[src/rtl/bg_line_reader.sv]
// bg_line_reader: reads one scanline from a line buffer and streams it out with horizontal mosaic.
//   clk, rst_b (async, active-low)
//   line_start/mosaic_h : start a line, mosaic block size minus one (latched at start)
//   buf_rd_en/buf_rd_addr/buf_rd_data : line-buffer read port, data one cycle after strobe
//   pix_valid/pix_ready/pix_data/pix_x : pixel stream with valid/ready handshake
//   busy/line_done : line in progress, one-cycle pulse after last pixel accepted
module bg_line_reader #(
  parameter int LINE_W = 240,
  parameter int DATA_W = 16
) (
  input  logic              clk,
  input  logic              rst_b,
  input  logic              line_start,
  input  logic [3:0]        mosaic_h,
  output logic              buf_rd_en,
  output logic [7:0]        buf_rd_addr,
  input  logic [DATA_W-1:0] buf_rd_data,
  output logic              pix_valid,
  input  logic              pix_ready,
  output logic [DATA_W-1:0] pix_data,
  output logic [7:0]        pix_x,
  output logic              busy,
  output logic              line_done
);
  localparam logic [1:0] IDLE = 2'd0, RUN = 2'd1, DRAIN = 2'd2;
  localparam logic [8:0] LAST = 9'(LINE_W - 1);
  logic [1:0]        state;
  logic [3:0]        m, rep;
  logic [8:0]        na, step;
  logic              inflight, wp, rp;
  logic [1:0]        cnt, cnt_n;
  logic [DATA_W-1:0] mem [2];
  logic              acc, fin, push, pop, last;
  assign busy = state != IDLE;
  // the word returning from the buffer is presented directly when the FIFO is empty
  assign pix_valid = busy && (cnt != 2'd0 || inflight);
  assign pix_data = cnt != 2'd0 ? mem[rp] : inflight ? buf_rd_data : '0;
  always_comb begin
    acc = pix_valid && pix_ready;
    last = {1'b0, pix_x} == LAST;
    fin = acc && (rep == m || last);
    push = inflight && !(cnt == 2'd0 && fin);
    pop = fin && cnt != 2'd0;
    cnt_n = cnt + {1'b0, push} - {1'b0, pop};
    step = na + {5'd0, m} + 9'd1;
  end
  always_ff @(posedge clk or negedge rst_b) begin
    if (!rst_b) begin
      state <= IDLE;
      m <= '0;
      rep <= '0;
      na <= '0;
      inflight <= 1'b0;
      cnt <= '0;
      wp <= 1'b0;
      rp <= 1'b0;
      mem[0] <= '0;
      mem[1] <= '0;
      buf_rd_en <= 1'b0;
      buf_rd_addr <= '0;
      pix_x <= '0;
      line_done <= 1'b0;
    end else begin
      line_done <= fin && last && state == DRAIN;
      if (line_start) begin
        // restart: drop FIFO contents and ignore the read still returning
        state <= ({5'd0, mosaic_h} + 9'd1 >= 9'(LINE_W)) ? DRAIN : RUN;
        m <= mosaic_h;
        rep <= '0;
        pix_x <= '0;
        cnt <= '0;
        wp <= 1'b0;
        rp <= 1'b0;
        inflight <= 1'b0;
        buf_rd_en <= 1'b1;
        buf_rd_addr <= '0;
        na <= {5'd0, mosaic_h} + 9'd1;
      end else begin
        inflight <= buf_rd_en;
        cnt <= cnt_n;
        if (push) begin
          mem[wp] <= buf_rd_data;
          wp <= ~wp;
        end
        if (pop) rp <= ~rp;
        if (acc) begin
          pix_x <= pix_x + 8'd1;
          rep <= fin ? 4'd0 : rep + 4'd1;
        end
        buf_rd_en <= 1'b0;
        // next-cycle occupancy plus the word then returning must leave room for this read
        if (state == RUN && cnt_n + {1'b0, buf_rd_en} < 2'd2) begin
          buf_rd_en <= 1'b1;
          buf_rd_addr <= na[7:0];
          na <= step;
          if (step >= 9'(LINE_W)) state <= DRAIN;
        end
        if (fin && last) state <= IDLE;
      end
    end
  end
endmodule

[config.mk]
export PLATFORM = sky130hd
export DESIGN_NAME = bg_line_reader
export DESIGN_NICKNAME = d
export VERILOG_FILES = /design/src/rtl/bg_line_reader.sv
export SDC_FILE = /design/constraint.sdc
export NUM_CORES = 1
export LEC_CHECK = 0
export ABC_AREA = 1
export CORE_UTILIZATION = 54
export CTS_CLUSTER_SIZE = 30
export DETAILED_ROUTE_END_ITERATION = 10
export PLACE_DENSITY_LB_ADDON = 0.12
export SETUP_SLACK_MARGIN = 0.3
export SYNTH_ARGS = -nofsm -noshare
export SYNTH_HDL_FRONTEND = slang
export SYNTH_SLANG_ARGS = --single-unit
[constraint.sdc]
create_clock -name clk -period 3.3 [get_ports clk]
set_input_delay 0.495 -clock clk [delete_from_list [all_inputs] [get_ports clk]]
set_output_delay 0.495 -clock clk [all_outputs]
set_load 0.005 [all_outputs]
==> impl_metrics.ini, run 1 <==
[synthesis]
syn_area_per_cell_um2 = 8.07
ys_ff_latch = 74
synth_top_area_cell = dfrtp_1
synth-edff-count = 0
synth_area_leaders = dfrtp_1, nand2_1, o21ai_2
synth_top_cell_area_share = 0.451
syn_area_mm2 = 0.00410
synth_ff_type = dfrtp_1
synth_async_sr_flop_share = 1.00
synthCells = 508
ys_warn_count = 0
synth_seq_area_share = 0.451
synth_nets = 542
synth_cell_types = 36

[grt]
antenna_found_initial = 0
grt_pass1_wl_um = 14200
grt-ovfl-total = 0
grt.total_usage = 0.235
grt_max_degree = 34
grt_pass1_vias = 3142

[detailed_routing]
wire_per_inst_um = 13.2
viasPerCell = 5.15
drc_errors = 0
ant_nets = 0
drt_wl_total_um = 8950
vias = 3494
drt_iter0_markers = 212
drt-pass1-iter-count = 5

[placed_design]
dp.cells = 655
gp_congestion = 0.902
port_buffers = 59
dpl.hpwl_um = 6180

[timing]
setup_viol = 0
drv_slew = 0
worstMarginPinSlew_ns = 0.526
timing.setup.tns_ns = 0
fin_skew_ns = 0.0114
clock.fmax_ghz = 0.358
fin_crit_ns = 2.79
rsz0062_at_grt = false
fin_crit_sh = 0.845
hold_viol_final = 0
slew_headroom = 0.649

[worst_setup_path]
critPathLaunchType = flop
crit_path_max_fanout = 18
crit_type = reg2reg
arrival_ns = 3.02
worst_setup_path_end_kind = flop
worstPathRequired_ns = 3.53

[floorplanning]
core-area_mm2 = 0.00729
die_x_um = 89.2
initial_core_util = 0.562
fp-row-count = 31
io-pin-count = 60
die_y_um = 89.2
dieArea_mm2 = 0.00795

[final_layout]
layout_commonest_cell = nand2_1
utilization = 0.698
final_cells = 678
n_antenna_cell = 0
final_cell_mix = nand2_1, dfrtp_1, clkdlybuf4s50_1
area_growth_pct = 24.1
drive_gt1_frac = 0.149
nets = 608

[clock_tree]
cts_buffers = 9
holdBufCountCts = 0
cts.sinks = 74
cts_tree = done
clkTransAtPathRegs_ns = 0.08
worstSkewPairLatency_ns = 0.35
cts_root_buf = clkbuf_8
h-tree-depth = 3
clockBufferDepth = 2

[power]
finalPower_mw = 3.78
p_leak_nw = 2.43
irDropWorstVdd_mv = 0.342
p_per_area_mw_per_mm2 = 744

[run_status]
status = completed

[job]
cap_viol_max_count = 0

[worst_hold_path]
hp-class = in2async
## cell type report
type	count	area, um^2
clock inverter	6	114
tap	99	124
fill	647	2200
timing repair inverter	1	7.51
multi-input combinational	356	1930
inverter	58	229
clock buffer	10	138
sequential	74	1850
timing repair buffer	74	698
## state kept, by name, summed over array words and instances, names as in the netlist, 2 cells and up
signal	cells
mem	32
cnt	2
rep	4
na	9
m	4
buf_rd_addr	8
pix_x	8
state	2
## final timing paths
path                           from             end  slack [ns]  cells after the start
max                          cnt[0]           na[1]        0.51                     18
min                           rst_b         mem[17]        0.11                      1
max reg2reg                  cnt[0]           na[1]        0.51                     18
min reg2reg                state[0]       line_done        0.48                      1
max in group asynchronous     rst_b  buf_rd_addr[0]        2.49                      2
min in group clk           state[0]       line_done        0.48                      1
## cell families after synthesis
logic type	synth area share
AOI/OAI and AO/OA	0.147
xor gates and xnor gates	0.0171
adders and majority gates	0.0323
buffers and inverters	0.0866
DFF	0.451
and+or+nand+nor	0.266
## timing repair
action / CTS / global route
hold endpoints to repair: 0 / 0
gates resized for setup: 0 / 12
setup buffers: 0 / 6
setup endpoints to repair: 0 / 18
## power breakdown
group / total [mW] / internal (mW) / switching (mW)
clock network: 0.868 / 0.524 / 0.344
logic: 1.53 / 0.698 / 0.829
registers: 1.39 / 1.20 / 0.193
total: 3.78 / 2.42 / 1.37
## worst max-delay path, stage by stage (launching register included)
cell and delay (ns):
dfrtp_1 0.41, nor2_4 0.17, inv_6 0.09, nor2_4 0.11, nor2_4 0.05, nand2_4 0.10, inv_4 0.08, nand3_4 0.12
nand2_1 0.09, ha_1 0.29, inv_1 0.04, ha_1 0.20, xor2_2 0.20, nand3_1 0.16, nand3_4 0.14, nand2_4 0.09
buf_4 0.19, nand2_1 0.06, o21ai_1 0.06
## metrics by stage
stage	hold WS, ns	cell area [um^2]	worst slack, ns
floorplan	0.199	4100	0.754
global route	0.136	5090	0.277
finish	0.112	5090	0.511
detailed placement	0.463	4740	0.268
CTS	0.115	4990	0.394
global placement	0.454	4740	0.371
## layer usage
| metal | track usage | up-vias | wire length [um] |
|---|---|---|---|
| met5 | 0 | - | 0 |
| met3 | 0.0388 | 8 | 358 |
| met4 | 0.0866 | 0 | 92 |
| met2 | 0.392 | 90 | 4380 |
| met1 | 0.310 | 1620 | 4120 |
| li1 | - | 1776 | - |
## cell usage after synthesis, types with 5 or more instances
cell,instances
a21oi_1,8
buf_6,7
clkbuf_1,8
dfrtp_1,74
ha_1,9
inv_1,55
nand2_1,136
nand3_1,38
nand4_1,9
nor2_1,38
nor3_1,5
o21ai_0,46
o21ai_1,6
o21ai_2,32
No activity file was read; power rests on OpenSTA's default activity.
==> run 2, diff against run 1 <==
==> constraint.sdc (replaced) <==
create_clock -name clk -period 2.7 [get_ports clk]
set_input_delay 0.405 -clock clk [delete_from_list [all_inputs] [get_ports clk]]
set_output_delay 0.405 -clock clk [all_outputs]
set_load 0.005 [all_outputs]
==> impl_metrics.ini, run 2 (same netlist as run 1, synthesis figures left out) <==
[run_status]
status = completed

[clock_tree]
cts_tree = done
cts_buffers = 9
holdBufCountCts = 0
clkTransAtPathRegs_ns = 0.08
worstSkewPairLatency_ns = 0.36
clockBufferDepth = 2
h-tree-depth = 3
cts_root_buf = clkbuf_8
cts.sinks = 74

[worst_setup_path]
slowest_stage = dfrtp_2
arrival_ns = 2.76
crit_path_max_fanout = 5
critPathLaunchType = flop
crit_type = reg2reg
worst_setup_path_end_kind = flop
cp_top_family = simple AND/OR/NAND/NOR gates
worstPathRequired_ns = 2.98
cp_common_cell = nor2_4
cp_num_buf_inv = 5
crit_chain = nor2_4, inv_4, nor2_4, nor2_4, nand2_4, inv_4, nand3_4, nand2_4, ha_4, inv_2, ha_4, xor2_4, inv_2, nand2_4, nand3_4, nor2_4, buf_6, nand2_2, o21ai_1
worst_path_largest_cell_delay_ns = 0.45

[floorplanning]
io-pin-count = 60
dieArea_mm2 = 0.00795
die_y_um = 89.2
core-area_mm2 = 0.00729
die_x_um = 89.2
initial_core_util = 0.562
fp-row-count = 31

[power]
irDropWorstVdd_mv = 0.468
p_leak_nw = 2.57
p_per_area_mw_per_mm2 = 913

[detailed_routing]
ant_nets = 0
drt_wl_total_um = 9810
wire_per_inst_um = 14.0
drc_errors = 0
drt-pass1-iter-count = 4
drt_iter0_markers = 138
vias = 3688
viasPerCell = 5.27

[final_layout]
final_cells = 700
n_antenna_cell = 0
reg_top3 = mem (32), na (9)
drive_gt1_frac = 0.223
largest-register = mem
area_growth_pct = 32.1
layout_commonest_cell = nand2_1
nets = 630
largest_reg_flops = 32
fill_cells = 552
final_cell_mix = nand2_1, dfrtp_1, clkdlybuf4s50_1

[grt]
grt_pass1_vias = 3348
grt_max_degree = 75
grt.total_usage = 0.263
antenna_found_initial = 0
grt-ovfl-total = 0
grt_pass1_wl_um = 15900

[placed_design]
gp_congestion = 0.842
pre_cts_ws_ns = -0.0376
port_buffers = 59
dpl.hpwl_um = 6280
dp.cells = 661

[job]
cap_viol_max_count = 0

[timing]
worstMarginPinSlew_ns = 0.497
fin_skew_ns = 0.0112
slew_headroom = 0.669
drv_slew = 0
fin_crit_sh = 0.920
hold_viol_final = 0
rsz0062_at_grt = true
setup_viol = 0
fin_crit_ns = 2.48
clock.fmax_ghz = 0.402
worst_slack_ns = 0.215

[worst_hold_path]
hp-class = in2async
[run 2: cell types whose count changed in the layout (fill, tap and decap cells not counted), moves of 3 or more]
| cell | previous run | this run |
|---|---|---|
| buf_4 | 15 | 33 |
| nand2_1 | 134 | 125 |
| inv_1 | 54 | 47 |
| inv_2 | 0 | 6 |
| nand2_2 | 5 | 11 |
| dfrtp_1 | 74 | 71 |
| dfrtp_2 | 0 | 3 |
[run 2: cell type report]
class / instances / area (um^2) / area share
inverter: 58 / 231 / 0.0427
clock buffer: 10 / 128 / 0.0236
tap: 99 / 124 / 0.0229
multi-input combinational: 356 / 2040 / 0.377
sequential: 74 / 1860 / 0.342
clock inverter: 6 / 115 / 0.0212
timing repair buffer: 97 / 923 / 0.170
[run 2: timing repair]
action	in CTS	in global routing
buffers inserted	17	4
endpoints found under the setup margin	26	36
gates cloned	1	1
pin swaps	9	7
hold endpoints to repair	0	0
resized for setup	23	21
[run 2: final timing paths]
| kind | from | end | slack, ns | depth (start not counted) |
|---|---|---|---|---|
| min in group clk | state[0] | line_done | 0.47 | 1 |
| setup / recovery | cnt[0] | na[7] | 0.22 | 19 |
| hold / removal | rst_b | mem[17] | 0.04 | 2 |
| setup reg to reg | cnt[0] | na[7] | 0.22 | 19 |
| max in group asynchronous | rst_b | pix_x[3] | 2.28 | 2 |
| hold reg to reg | state[0] | line_done | 0.47 | 1 |
[run 2: layer usage]
metal,GRT usage,vias up,share of wire
li1,-,1824,-
met1,0.343,1759,0.43
met2,0.455,94,0.52
met3,0.0351,11,0.040
met4,0.0866,0,0.013
met5,0,-,0
[run 2: stage by stage]
| stage | power [mW] | hold slack, ns | instance area (um^2) | setup TNS [ns] | util |
|---|---|---|---|---|---|
| after detailed placement | 3.61 | 0.463 | 4850 | -0.325 | 0.665 |
| after CTS | 4.87 | 0.0782 | 5320 | 0 | 0.729 |
| after global routing | 5.30 | 0.0958 | 5420 | 0 | 0.743 |
| final | 4.95 | 0.0443 | 5420 | 0 | 0.743 |
| after floorplan | 2.90 | 0.109 | 4140 | 0 | - |
| after global placement | 3.53 | 0.454 | 4850 | 0 | 0.665 |
[run 2: report_power, final]
group | switching (mW) | internal (mW) | total (mW)
clock | 0.432 | 0.617 | 1.05
sequential | 0.243 | 1.46 | 1.71
combinational | 1.16 | 1.04 | 2.19
total | 1.83 | 3.12 | 4.95
[run 2: worst register-to-register path, delay by kind of cell, from the launching register on]
family,cells,cell delay [ns]
compound gates,1,0.07
xor+xnor,1,0.20
fa+ha+maj,2,0.43
buf+inv,5,0.31
flops,1,0.45
simple gates,10,0.92
==> run 3, diff against run 2 <==
--- a/config.mk
+++ b/config.mk
@@ -6,6 +6,7 @@
 export NUM_CORES = 1
 export LEC_CHECK = 0
 export ABC_AREA = 1
+export CORE_MARGIN = 2
 export CORE_UTILIZATION = 54
 export CTS_CLUSTER_SIZE = 30
 export DETAILED_ROUTE_END_ITERATION = 10
==> impl_metrics.ini, run 3 (same netlist as run 1, synthesis figures left out) <==
[grt]
grt_pass1_vias = 3705
grt.total_usage = 0.249
gr-max-usage-layer = met2
antenna_found_initial = 0
grt-ovfl-total = 0
grt_pass1_wl_um = 16900
grtUsageMet3 = 0.0324
grt_use_met2 = 0.427
use_met1 = 0.325
grt_max_degree = 75

[worst_setup_path]
worst_setup_path_end_kind = flop
crit_type = reg2reg
arrival_ns = 2.83
ff2ff_path_depth = 19
r2r_slack_ns = 0.16
worstReg2RegEnd = buf_rd_addr[3]
worstPathRequired_ns = 2.99
critPathLaunchType = flop
crit_path_max_fanout = 5
r2r-start = rep[3]

[clock_tree]
cts.sinks = 74
clkTransAtPathRegs_ns = 0.08
cts_root_buf = clkbuf_8
holdBufCountCts = 0
cts_buffers = 9
worstSkewPairLatency_ns = 0.36
h-tree-depth = 3
cts_tree = done
clockBufferDepth = 2

[timing]
hold_ws_ns = 0.0772
timing.setup.tns_ns = 0
slew_headroom = 0.663
fin_crit_ns = 2.54
hold_viol_final = 0
fin_crit_sh = 0.941
rsz0062_at_grt = true
worst_slack_ns = 0.158
worstMarginPinSlew_ns = 0.506
drv_slew = 0
fin_skew_ns = 0.0116
setup_viol = 0
clock.fmax_ghz = 0.393

[detailed_routing]
vias = 3670
viasPerCell = 5.26
drt_iter0_markers = 176
drt_wl_total_um = 9880
ant_nets = 0
wire_per_inst_um = 14.1
drt-pass1-iter-count = 4
drc_errors = 0

[power]
swShare = 0.392
power_frac_seq = 0.363
p_clk_frac = 0.167
p_leak_nw = 2.53
p_int_mw = 2.86
p_comb_frac = 0.470
irDropWorstVdd_mv = 0.463
p_sw_mw = 1.84
p_per_area_mw_per_mm2 = 882

[floorplanning]
dieArea_mm2 = 0.00831
io-pin-count = 60
fp-row-count = 31
die_y_um = 91.2
core-area_mm2 = 0.00729
initial_core_util = 0.562
die_x_um = 91.2

[final_layout]
final_cell_mix = nand2_1, dfrtp_1, clkdlybuf4s50_1
largest-register = mem
multi_input_area_mm2 = 0.00202
reg_top3 = mem (32), na (9)
largest_reg_flops = 32
nets = 628
n_antenna_cell = 0
layout_commonest_cell = nand2_1
register_area_mm2 = 0.00185
drive_gt1_frac = 0.207
fill_cells = 583
area_growth_pct = 29.8

[placed_design]
dpl.hpwl_um = 6490
gp_congestion = 0.910
pre_cts_ws_ns = -0.000168
port_buffers = 59

[worst_hold_path]
hp-class = in2async

[run_status]
status = completed

[job]
cap_viol_max_count = 0
## run 3: cell types whose count changed in the layout (fill, tap and decap cells not counted), sizes merged
cell | previous run | this run
buf | 39 | 36
clkinvlp | 2 | 4
clkinv | 3 | 4
inv | 56 | 57
bufinv | 3 | 0
## run 3: how the worst max path moves through the flow
stage	start	to	slack [ns]	depth (start not counted)
global route	rep[3]	buf_rd_addr[6]	-0.006	20
detailed placement	pix_ready	na[6]	-0.0002	16
CTS	m[3]	na[1]	0.25	19
global placement	pix_ready	na[6]	0.07	16
floorplan	cnt[0]	na[2]	0.18	19
finish	rep[3]	buf_rd_addr[3]	0.16	19
## run 3: metal layers
metal	vias to the layer above	wire length (um)
met5	-	0
met4	0	134
met3	14	299
met2	69	5130
met1	1770	4310
li1	1817	-
## run 3: layout make-up
class                           count  area share
Clock buffer                        9      0.0233
Sequential cell                    74       0.348
Tap cell                           99      0.0233
Multi-Input combinational cell    356       0.379
Clock inverter                      7      0.0101
Inverter                           58      0.0440
Timing Repair Buffer               95       0.172
## run 3: worst max-delay path, stage by stage, from the launching register on
cell	delay (ns)
dfrtp_1	0.40
inv_2	0.06
nand2_1	0.07
and2_4	0.16
nand4_1	0.10
nand2_2	0.09
buf_6	0.13
nand3_4	0.06
nand2_4	0.06
ha_4	0.27
inv_2	0.04
ha_4	0.17
xor2_4	0.22
inv_2	0.07
nand2_4	0.08
nand3_4	0.12
nor2_4	0.14
buf_6	0.14
nand2_1	0.05
nand2_1	0.06
## run 3: repair_timing
item,in CTS,in global routing
cloned,1,1
resized for setup,22,16
setup buffers,14,5
pin swaps,7,3
setup endpoints to repair,23,31
## run 3: through the flow
stage / cells / power, mW / utilization / instance area, um^2
after detailed placement: 661 / 3.61 / 0.665 / 4850
final: 698 / 4.69 / 0.730 / 5320
after CTS: 692 / 4.55 / 0.716 / 5220
after floorplan: 508 / 2.90 / - / 4140
after global routing: 698 / 5.04 / 0.730 / 5320
after global placement: 661 / 3.54 / 0.665 / 4850
## run 3: power by group through the flow
stage                     Combinational (mW)  Clock [mW]  Sequential (mW)
after floorplan                         1.24           0             1.66
after global placement                  1.83           0             1.71
after detailed placement                1.89           0             1.72
after CTS                               2.06       0.790             1.70
after global routing                    2.45       0.840             1.75
final                                   2.21       0.783             1.70
